$ cat config.mk
export PLATFORM = sky130hd
export DESIGN_NAME = pad_addr_gen_nd
export DESIGN_NICKNAME = d
export VERILOG_FILES = /design/src/rtl/pad_addr_gen_nd.sv
export SDC_FILE = /design/constraint.sdc
export NUM_CORES = 1
export LEC_CHECK = 0
export ABC_AREA = 1
export BUFFER_PORTS_ARGS = -buffer_cell sky130_fd_sc_hd__buf_2
export CELL_PAD_IN_SITES_DETAIL_PLACEMENT = 0
export CELL_PAD_IN_SITES_GLOBAL_PLACEMENT = 1
export CORE_MARGIN = 2
export CORE_UTILIZATION = 48
export CTS_BUF_LIST = sky130_fd_sc_hd__clkbuf_8
export DETAILED_ROUTE_END_ITERATION = 6
export GPL_TIMING_DRIVEN = 0
export MAX_ROUTING_LAYER = met4
export PLACE_DENSITY_LB_ADDON = 0.1
export SLEW_MARGIN = 15
export SYNTH_ARGS = -nofsm -noshare
export SYNTH_HDL_FRONTEND = slang
export SYNTH_SLANG_ARGS = --single-unit
$ cat constraint.sdc
create_clock -name clk -period 6.6 [get_ports clk]
set_clock_uncertainty 0.1 [all_clocks]
set_input_delay 1.32 -clock clk [delete_from_list [all_inputs] [get_ports clk]]
set_output_delay 1.32 -clock clk [all_outputs]
set_load 0.03 [all_outputs]
$ cat src/rtl/pad_addr_gen_nd.sv
// rtl/pad_addr_gen_nd.sv - N-level nested-loop address generator with repeat snapshots
module pad_addr_gen_nd #(
  parameter int LOOP_NUM  = 4,
  parameter int ADDR_W    = 13,
  parameter int CNT_W     = 13,
  parameter int REC_DEPTH = 2,
  localparam int SLOT_W   = (REC_DEPTH > 1) ? $clog2(REC_DEPTH) : 1
) (
  input  logic                             clk,
  input  logic                             rst,
  input  logic [ADDR_W-1:0]                cfg_base_addr,
  input  logic [LOOP_NUM-1:0][ADDR_W-1:0]  cfg_gap,
  input  logic [LOOP_NUM-1:0][CNT_W-1:0]   cfg_lenth,
  input  logic                             start,
  input  logic                             abort,
  output logic                             addr_valid,
  input  logic                             addr_ready,
  output logic [ADDR_W-1:0]                addr,
  output logic                             addr_last,
  output logic                             busy,
  output logic                             done,
  input  logic                             rec_en,
  input  logic [SLOT_W-1:0]                rec_slot,
  input  logic                             repeat_init,
  input  logic [SLOT_W-1:0]                repeat_slot
);

  localparam int REC_N = 1 << SLOT_W;

  typedef enum logic [1:0] {IDLE, RUN, DONE} state_t;

  state_t state, state_nx;

  logic [ADDR_W-1:0]               base_q;
  logic [LOOP_NUM-1:0][ADDR_W-1:0] gap_q;
  logic [LOOP_NUM-1:0][CNT_W-1:0]  lenth_q;
  logic [LOOP_NUM-1:0][CNT_W-1:0]  cnt_q, cnt_nx;
  logic [LOOP_NUM-1:0][ADDR_W-1:0] off_q, off_nx;
  logic [ADDR_W-1:0]               addr_q;
  logic [LOOP_NUM-1:0]             at_max;
  logic                            carry;
  logic [ADDR_W-1:0]               step_sum, rest_sum;
  logic                            accept;

  // Unused slots past REC_DEPTH stay at the reset snapshot.
  logic [LOOP_NUM-1:0][CNT_W-1:0]  rec_cnt [REC_N];
  logic [LOOP_NUM-1:0][ADDR_W-1:0] rec_off [REC_N];

  assign addr_valid = (state == RUN);
  assign busy       = (state != IDLE);
  assign done       = (state == DONE);
  assign addr       = addr_q;
  assign addr_last  = (state == RUN) & (&at_max);
  assign accept     = addr_valid & addr_ready;

  always_comb begin
    cnt_nx   = cnt_q;
    off_nx   = off_q;
    at_max   = '0;
    carry    = 1'b1;
    for (int i = LOOP_NUM - 1; i >= 0; i--) begin
      at_max[i] = (cnt_q[i] == lenth_q[i]);
      if (carry) begin
        if (at_max[i]) begin
          cnt_nx[i] = '0;
          off_nx[i] = '0;
        end else begin
          cnt_nx[i] = cnt_q[i] + 1'b1;
          off_nx[i] = off_q[i] + gap_q[i];
        end
      end
      carry = carry & at_max[i];
    end
    step_sum = base_q;
    rest_sum = base_q;
    for (int i = 0; i < LOOP_NUM; i++) begin
      step_sum = step_sum + off_nx[i];
      rest_sum = rest_sum + rec_off[repeat_slot][i];
    end
  end

  always_comb begin
    state_nx = state;
    case (state)
      IDLE: if (start) state_nx = RUN;
      RUN: begin
        if (abort)                                     state_nx = IDLE;
        else if (!repeat_init && accept && addr_last)  state_nx = DONE;
      end
      DONE:    state_nx = IDLE;
      default: state_nx = IDLE;
    endcase
  end

  always_ff @(posedge clk) begin
    if (rst) begin
      state   <= IDLE;
      base_q  <= '0;
      gap_q   <= '0;
      lenth_q <= '0;
      cnt_q   <= '0;
      off_q   <= '0;
      addr_q  <= '0;
      for (int s = 0; s < REC_N; s++) begin
        rec_cnt[s] <= '0;
        rec_off[s] <= '0;
      end
    end else begin
      state <= state_nx;
      case (state)
        IDLE: if (start) begin
          base_q  <= cfg_base_addr;
          gap_q   <= cfg_gap;
          lenth_q <= cfg_lenth;
          cnt_q   <= '0;
          off_q   <= '0;
          addr_q  <= cfg_base_addr;
        end
        RUN: begin
          if (rec_en && (32'(rec_slot) < REC_DEPTH)) begin
            rec_cnt[rec_slot] <= cnt_q;
            rec_off[rec_slot] <= off_q;
          end
          if (!abort) begin
            if (repeat_init) begin
              cnt_q  <= rec_cnt[repeat_slot];
              off_q  <= rec_off[repeat_slot];
              addr_q <= rest_sum;
            end else if (accept) begin
              cnt_q  <= cnt_nx;
              off_q  <= off_nx;
              addr_q <= step_sum;
            end
          end
        end
        default: ;
      endcase
    end
  end

endmodule

==> flow_metrics.env, run 1 <==
export IMPL_status="complete, no violations"
export IMPL_worst_path_most_repeated_cell="nand2_1"
export IMPL_io_pin_count=143
export IMPL_netlist_top_cells_area="edfxtp_1, dfxtp_1, nand2_1"
export IMPL_grt_pass1_vias=21525
export IMPL_ant_nets=0
export IMPL_drt_total_wl_um=89600
export IMPL_cp_required_ns=7.04
export IMPL_ys_seq_elements=444
export IMPL_nets=3592
export IMPL_dp_cells=3907
export IMPL_grt_max_degree=38
export IMPL_place_ws_ns=-0.768
export IMPL_max_cap_violations=0
export IMPL_wl_per_cell_um=22.1
export IMPL_fmax_mhz=160
export IMPL_coreArea_sq_um=50400
export IMPL_synth_top_area_share_pct=25.4
export IMPL_final_cell_count_no_fill=4055
export IMPL_cpPeakStageDelay_ns=0.56
export IMPL_path_buf_inv=3
export IMPL_whs_ns=0.369
export IMPL_track_usage_pct=34.8
export IMPL_worstMarginPinSlew_ns=1.23
export IMPL_setup_tns_ns=0
export IMPL_cp_slowest_cell="fa_1"
export IMPL_place_hpwl_um=67600
export IMPL_cp_start_kind="flip-flop"
export IMPL_p_leak_nw=11.3
export IMPL_syn_inst=3091
export IMPL_grt_ovfl_total=0
export IMPL_fp_dieArea_sq_um=53100
export IMPL_cts_tree="done"
export IMPL_die_y_um=230
export IMPL_period_needed_ns=6.25
export IMPL_initial_utilization_pct=48.8
export IMPL_finalPower_mw=6.99
export IMPL_async_flop_share_pct=0
export IMPL_drcViolationCount=0
export IMPL_maxSlewHeadroom_pct=18.0
export IMPL_io_buffers=140
export IMPL_drv_slew=0
export IMPL_timing_final_ws_setup_ns=0.350
export IMPL_fp_row_count=82
export IMPL_synth_area_leader_cell="edfxtp_1"
export IMPL_hold_violations=0
export IMPL_synth_cell_area_sq_um=24600
export IMPL_ir_worst_vdd_v=0.000159
export IMPL_num_vias=22852
export IMPL_crit_family="adder cells"
export IMPL_finish_instance_area_sq_um=27800
export IMPL_synth_edf_count=208
export IMPL_p_per_area_nw_per_um2=251
export IMPL_yosys_warnings=0
export IMPL_crit_fanout=7
export IMPL_layout_common_cells="nand2_1, nor2_1, inv_1"
export IMPL_clk_latency_ns=0.69
export IMPL_die_w_um=230
export IMPL_cts_root_buf="clkbuf_8"
export IMPL_path_clk_slew_ns=0.07
export IMPL_final_util_pct=55.2
export IMPL_syn_area_per_cell_sq_um=7.96
export IMPL_antenna_found_initial=3
export IMPL_drt_pass1_iter_count=7
export IMPL_clock_sinks=444
export IMPL_layout_cells_most_common="nand2_1"
export IMPL_cp_end_kind="flip-flop"
export IMPL_setup_viol=0
export IMPL_gp_routability_congestion=0.952
export IMPL_cts_buffers=79
export IMPL_syn_nets=3369
export IMPL_area_growth_pct=13.1
export IMPL_worstSetupPathType="reg -> reg"
export IMPL_fin_crit_sh_pct=94.7
export IMPL_ys_types=48
export IMPL_grt_pass1_wl_um=133000
export IMPL_hold_class="reg -> reg"
export IMPL_cp_arrival_ns=6.69
export IMPL_rsz0062_at_grt="false"
export IMPL_via_per_inst=5.64
export IMPL_drt_iter0_markers=2797
export IMPL_drive_above_1_share_pct=9.73
export IMPL_htreeDepth=3
export IMPL_ys_flop_type="dfxtp_1"
export IMPL_cts_buffer_depth=3
export IMPL_dpl_cell_area_sq_um=26300
export IMPL_ys_seq_area_share_pct=44.6
-- state kept, by name, summed over array words and instances (netlist names) --
register  flops
rec_cnt     104
lenth_q      52
gap_q        52
addr         13
cnt_q        52
rec_off     104
state         2
off_q        52
base_q       13
-- cell type report --
class / count / area, sq um
inverter: 305 / 1150
fill: 4880 / 22500
clock buffer: 91 / 1250
sequential: 444 / 11000
timing repair buffer: 144 / 796
tap: 672 / 841
multi-input combinational: 2197 / 12000
clock inverter: 57 / 278
buffer: 143 / 571
antenna: 2 / 5.00
-- worst min-delay path, cell delays in order, from the launching register on --
cell and delay, ns:
dfxtp_1 0.31, nand2_1 0.06, a21oi_1 0.06
-- per-layer routing --
| metal | vias to the layer above | GRT usage (%) | share of wire [%] |
|---|---|---|---|
| met5 | - | - | 0 |
| met4 | 0 | 11.5 | 3.5 |
| met3 | 191 | 6.11 | 9.1 |
| met2 | 1096 | 50.6 | 43 |
| met1 | 10874 | 49.1 | 45 |
| li1 | 10691 | - | - |
-- logic make-up after synthesis --
kind of cell / after synthesis / share of synthesized area (%)
xor+xnor: 63 / 2.24
flops: 444 / 44.6
buf+inv: 450 / 6.96
mux: 1 / 0.0407
compound gates: 690 / 15.2
simple gates: 1291 / 21.0
fa+ha+maj: 152 / 9.99
-- path summary, 6_finish.rpt --
path | startpoint | endpoint | slack, ns | cells past startpoint
worst max-delay path | cnt_q[30] | addr[11] | 0.35 | 30
worst min register to register | cnt_q[38] | cnt_q[38] | 0.37 | 2
worst max register to register | cnt_q[30] | addr[11] | 0.35 | 30
worst min-delay path | cnt_q[38] | cnt_q[38] | 0.37 | 2
-- synthesized netlist by cell type, types with 5 or more instances --
master    instances
a21oi_1         236
a22oi_1           5
a31oi_1          40
buf_1            10
buf_2            12
clkbuf_1        122
dfxtp_1         236
edfxtp_1        208
fa_1             74
ha_1             78
inv_1           280
inv_2            23
nand2_1         602
nand3_1          78
nand4_1          11
nor2_1          540
nor2_4            7
nor3_1           26
nor4_1            5
o211ai_1         22
o21ai_0         262
o21ai_1          45
o22ai_1          50
o32ai_1           7
or2_2             8
xnor2_1          19
xor2_1           44
-- repair_timing --
action                                 CTS  global route
setup endpoints to repair                1             2
gates resized for setup                  1            16
endpoints found under the hold margin    0             0
hold buffers                             0             0
setup buffers                            0             0
-- power by group --
part | switching, mW | internal, mW | total, mW
Sequential | 0.0830 | 3.01 | 3.09
Clock | 1.22 | 1.30 | 2.52
Combinational | 0.939 | 0.439 | 1.38
Total | 2.24 | 4.75 | 6.99
No activity file was read; power rests on OpenSTA's default activity.
==> run 2, diff against run 1 <==
--- a/config.mk
+++ b/config.mk
@@ -5,12 +5,11 @@
 export SDC_FILE = /design/constraint.sdc
 export NUM_CORES = 1
 export LEC_CHECK = 0
-export ABC_AREA = 1
 export BUFFER_PORTS_ARGS = -buffer_cell sky130_fd_sc_hd__buf_2
 export CELL_PAD_IN_SITES_DETAIL_PLACEMENT = 0
 export CELL_PAD_IN_SITES_GLOBAL_PLACEMENT = 1
 export CORE_MARGIN = 2
-export CORE_UTILIZATION = 48
+export CORE_UTILIZATION = 50
 export CTS_BUF_LIST = sky130_fd_sc_hd__clkbuf_8
 export DETAILED_ROUTE_END_ITERATION = 6
 export GPL_TIMING_DRIVEN = 0
==> flow_metrics.env, run 2 <==
export IMPL_fp_row_count=81
export IMPL_critPathCapture="addr[12]"
export IMPL_period_needed_ns=6.51
export IMPL_finalPower_mw=7.05
export IMPL_worstMarginPinSlew_ns=1.26
export IMPL_ys_top_cells_by_count="nand2_1, a21oi_1, dfxtp_1"
export IMPL_crit_family="adder cells"
export IMPL_syn_area_per_cell_sq_um=9.47
export IMPL_coreArea_sq_um=48800
export IMPL_cp_end_kind="flip-flop"
export IMPL_cp_required_ns=7.08
export IMPL_setup_tns_ns=0
export IMPL_gp_routability_congestion=1.01
export IMPL_fin_crit_sh_pct=98.7
export IMPL_r2r_end="addr[12]"
export IMPL_cts_tree="done"
export IMPL_cts_root_buf="clkbuf_8"
export IMPL_track_usage_pct=34.8
export IMPL_synth_top_area_share_pct=25.3
export IMPL_fillers=4429
export IMPL_ys_seq_elements=444
export IMPL_whs_ns=0.351
export IMPL_die_w_um=226
export IMPL_fp_dieArea_sq_um=51100
export IMPL_max_cap_violations=0
export IMPL_cpPeakStageDelay_ns=0.60
export IMPL_yosysMostFrequentCell="nand2_1"
export IMPL_cts_buffers=80
export IMPL_worstPathCellList="xor2_1, nor4_1, nand4_1, nor4_4, buf_6, nand2_4, o41ai_4, fa_2, fa_1, inv_1, fa_1, inv_1, ha_1, a211oi_1, nor2_1, or4_4, a41oi_2, a21oi_1, xnor2_1, xnor2_1, xnor2_1, xnor3_1, o311a_1"
export IMPL_grt_max_degree=46
export IMPL_clock_sinks=444
export IMPL_ant_nets=0
export IMPL_dpl_cell_area_sq_um=26300
export IMPL_path_buf_inv=3
export IMPL_cts_buffer_depth=3
export IMPL_htreeDepth=3
export IMPL_drt_total_wl_um=85500
export IMPL_place_hpwl_um=62700
export IMPL_cp_slowest_cell="fa_2"
export IMPL_grt_pass1_wl_um=126000
export IMPL_yosys_warnings=0
export IMPL_setup_viol=0
export IMPL_cp_num_cells=23
export IMPL_ys_seq_area_share_pct=44.5
export IMPL_r2r_start="cnt_q[13]"
export IMPL_synth_cell_area_sq_um=24700
export IMPL_place_ws_ns=-1.74
export IMPL_drt_iter0_markers=2474
export IMPL_reg2reg_slack_ns=0.09
export IMPL_timing_final_ws_setup_ns=0.0888
export IMPL_grt_pass1_vias=19857
export IMPL_synth_edf_count=208
export IMPL_status="complete, no violations"
export IMPL_worst_path_most_repeated_cell="xnor2_1"
export IMPL_syn_nets=2883
export IMPL_multi_input_area_sq_um=13000
export IMPL_netlist_top_cells_area="edfxtp_1, dfxtp_1, fa_1"
export IMPL_initial_utilization_pct=50.5
export IMPL_layout_common_cells="nand2_1, a21oi_1, dfxtp_1"
export IMPL_maxSlewHeadroom_pct=15.4
export IMPL_drive_above_1_share_pct=14.4
export IMPL_path_clk_slew_ns=0.07
export IMPL_wl_per_cell_um=23.9
export IMPL_cp_start_kind="flip-flop"
export IMPL_grt_ovfl_total=0
export IMPL_nets=3118
export IMPL_worstSetupPathType="reg -> reg"
export IMPL_clk_latency_ns=0.69
export IMPL_ir_worst_vdd_v=0.000175
export IMPL_drt_pass1_iter_count=6
export IMPL_layout_cells_most_common="nand2_1"
export IMPL_die_y_um=226
export IMPL_syn_inst=2605
export IMPL_num_vias=20860
export IMPL_dp_cells=3413
export IMPL_fmax_mhz=154
export IMPL_p_leak_nw=11.6
export IMPL_cp_arrival_ns=6.99
export IMPL_hold_class="reg -> reg"
export IMPL_finish_instance_area_sq_um=28400
export IMPL_crit_start="cnt_q[13]"
export IMPL_drv_slew=0
export IMPL_ys_types=66
export IMPL_ys_flop_type="dfxtp_1"
export IMPL_synth_area_leader_cell="edfxtp_1"
export IMPL_cts_hold_buffers=0
export IMPL_io_buffers=140
export IMPL_largestRegisters="rec_cnt (104), rec_off (104)"
export IMPL_io_pin_count=143
export IMPL_p_per_area_nw_per_um2=249
export IMPL_via_per_inst=5.84
export IMPL_drcViolationCount=0
export IMPL_hold_violations=0
export IMPL_worstRegToRegCells=23
export IMPL_final_util_pct=58.1
export IMPL_regArea_sq_um=11000
export IMPL_area_growth_pct=15.0
export IMPL_async_flop_share_pct=0
export IMPL_antenna_found_initial=1
export IMPL_crit_fanout=7
export IMPL_final_cell_count_no_fill=3573
## run 2: kinds of logic after synthesis
logic type	count (synthesis)	share of synthesized area [%]
buffers and inverters	266	4.06
DFF	444	44.5
muxes	118	5.11
adders and majority gates	152	9.97
AOI/OAI and AO/OA	526	13.0
and+or+nand+nor	954	18.2
xor gates and xnor gates	145	5.21
## run 2: routing by layer
| layer | part of all wire, % | GRT usage [%] | up-vias |
|---|---|---|---|
| met5 | 0 | - | - |
| met2 | 44 | 50.9 | 1059 |
| met3 | 9.6 | 7.42 | 205 |
| met1 | 42 | 46.8 | 10106 |
| met4 | 4.3 | 14.5 | 0 |
| li1 | - | - | 9490 |
## run 2: worst min-delay path, cell delays in order (launching register included)
cell,delay (ns)
dfxtp_1,0.30
nand2_1,0.05
a21oi_1,0.05
## run 2: how the worst min path moves through the flow
stage / startpoint / to / slack (ns) / cells after the start
floorplan: gap_q[0] / gap_q[0] / 0.34 / 2
global placement: addr[5] / addr[5] / 0.34 / 2
detailed placement: addr[10] / addr[10] / 0.35 / 2
CTS: addr[10] / addr[10] / 0.35 / 2
global route: addr[10] / addr[10] / 0.38 / 2
finish: addr[10] / addr[10] / 0.35 / 2
## run 2: power breakdown
group,switching (mW),internal (mW)
Clock,1.20,1.44
Combinational,0.861,0.483
Sequential,0.0747,2.99
## run 2: area by class of cell
cell class                      count  area share [%]
Multi-Input combinational cell   1895            45.7
Sequential cell                   444            38.8
Clock buffer                      103            5.00
Timing Repair Buffer              161            3.26
Tap cell                          664            2.93
Buffer                            148            2.10
Inverter                          110            1.46
Clock inverter                     46           0.790
Antenna cell                        2          0.0176
## run 2: what timing repair did
| action | in CTS | in global routing |
|---|---|---|
| setup endpoints to repair | 11 | 5 |
| pin swaps | 9 | 24 |
| gates resized for setup | 35 | 51 |
| buffers inserted | 6 | 11 |
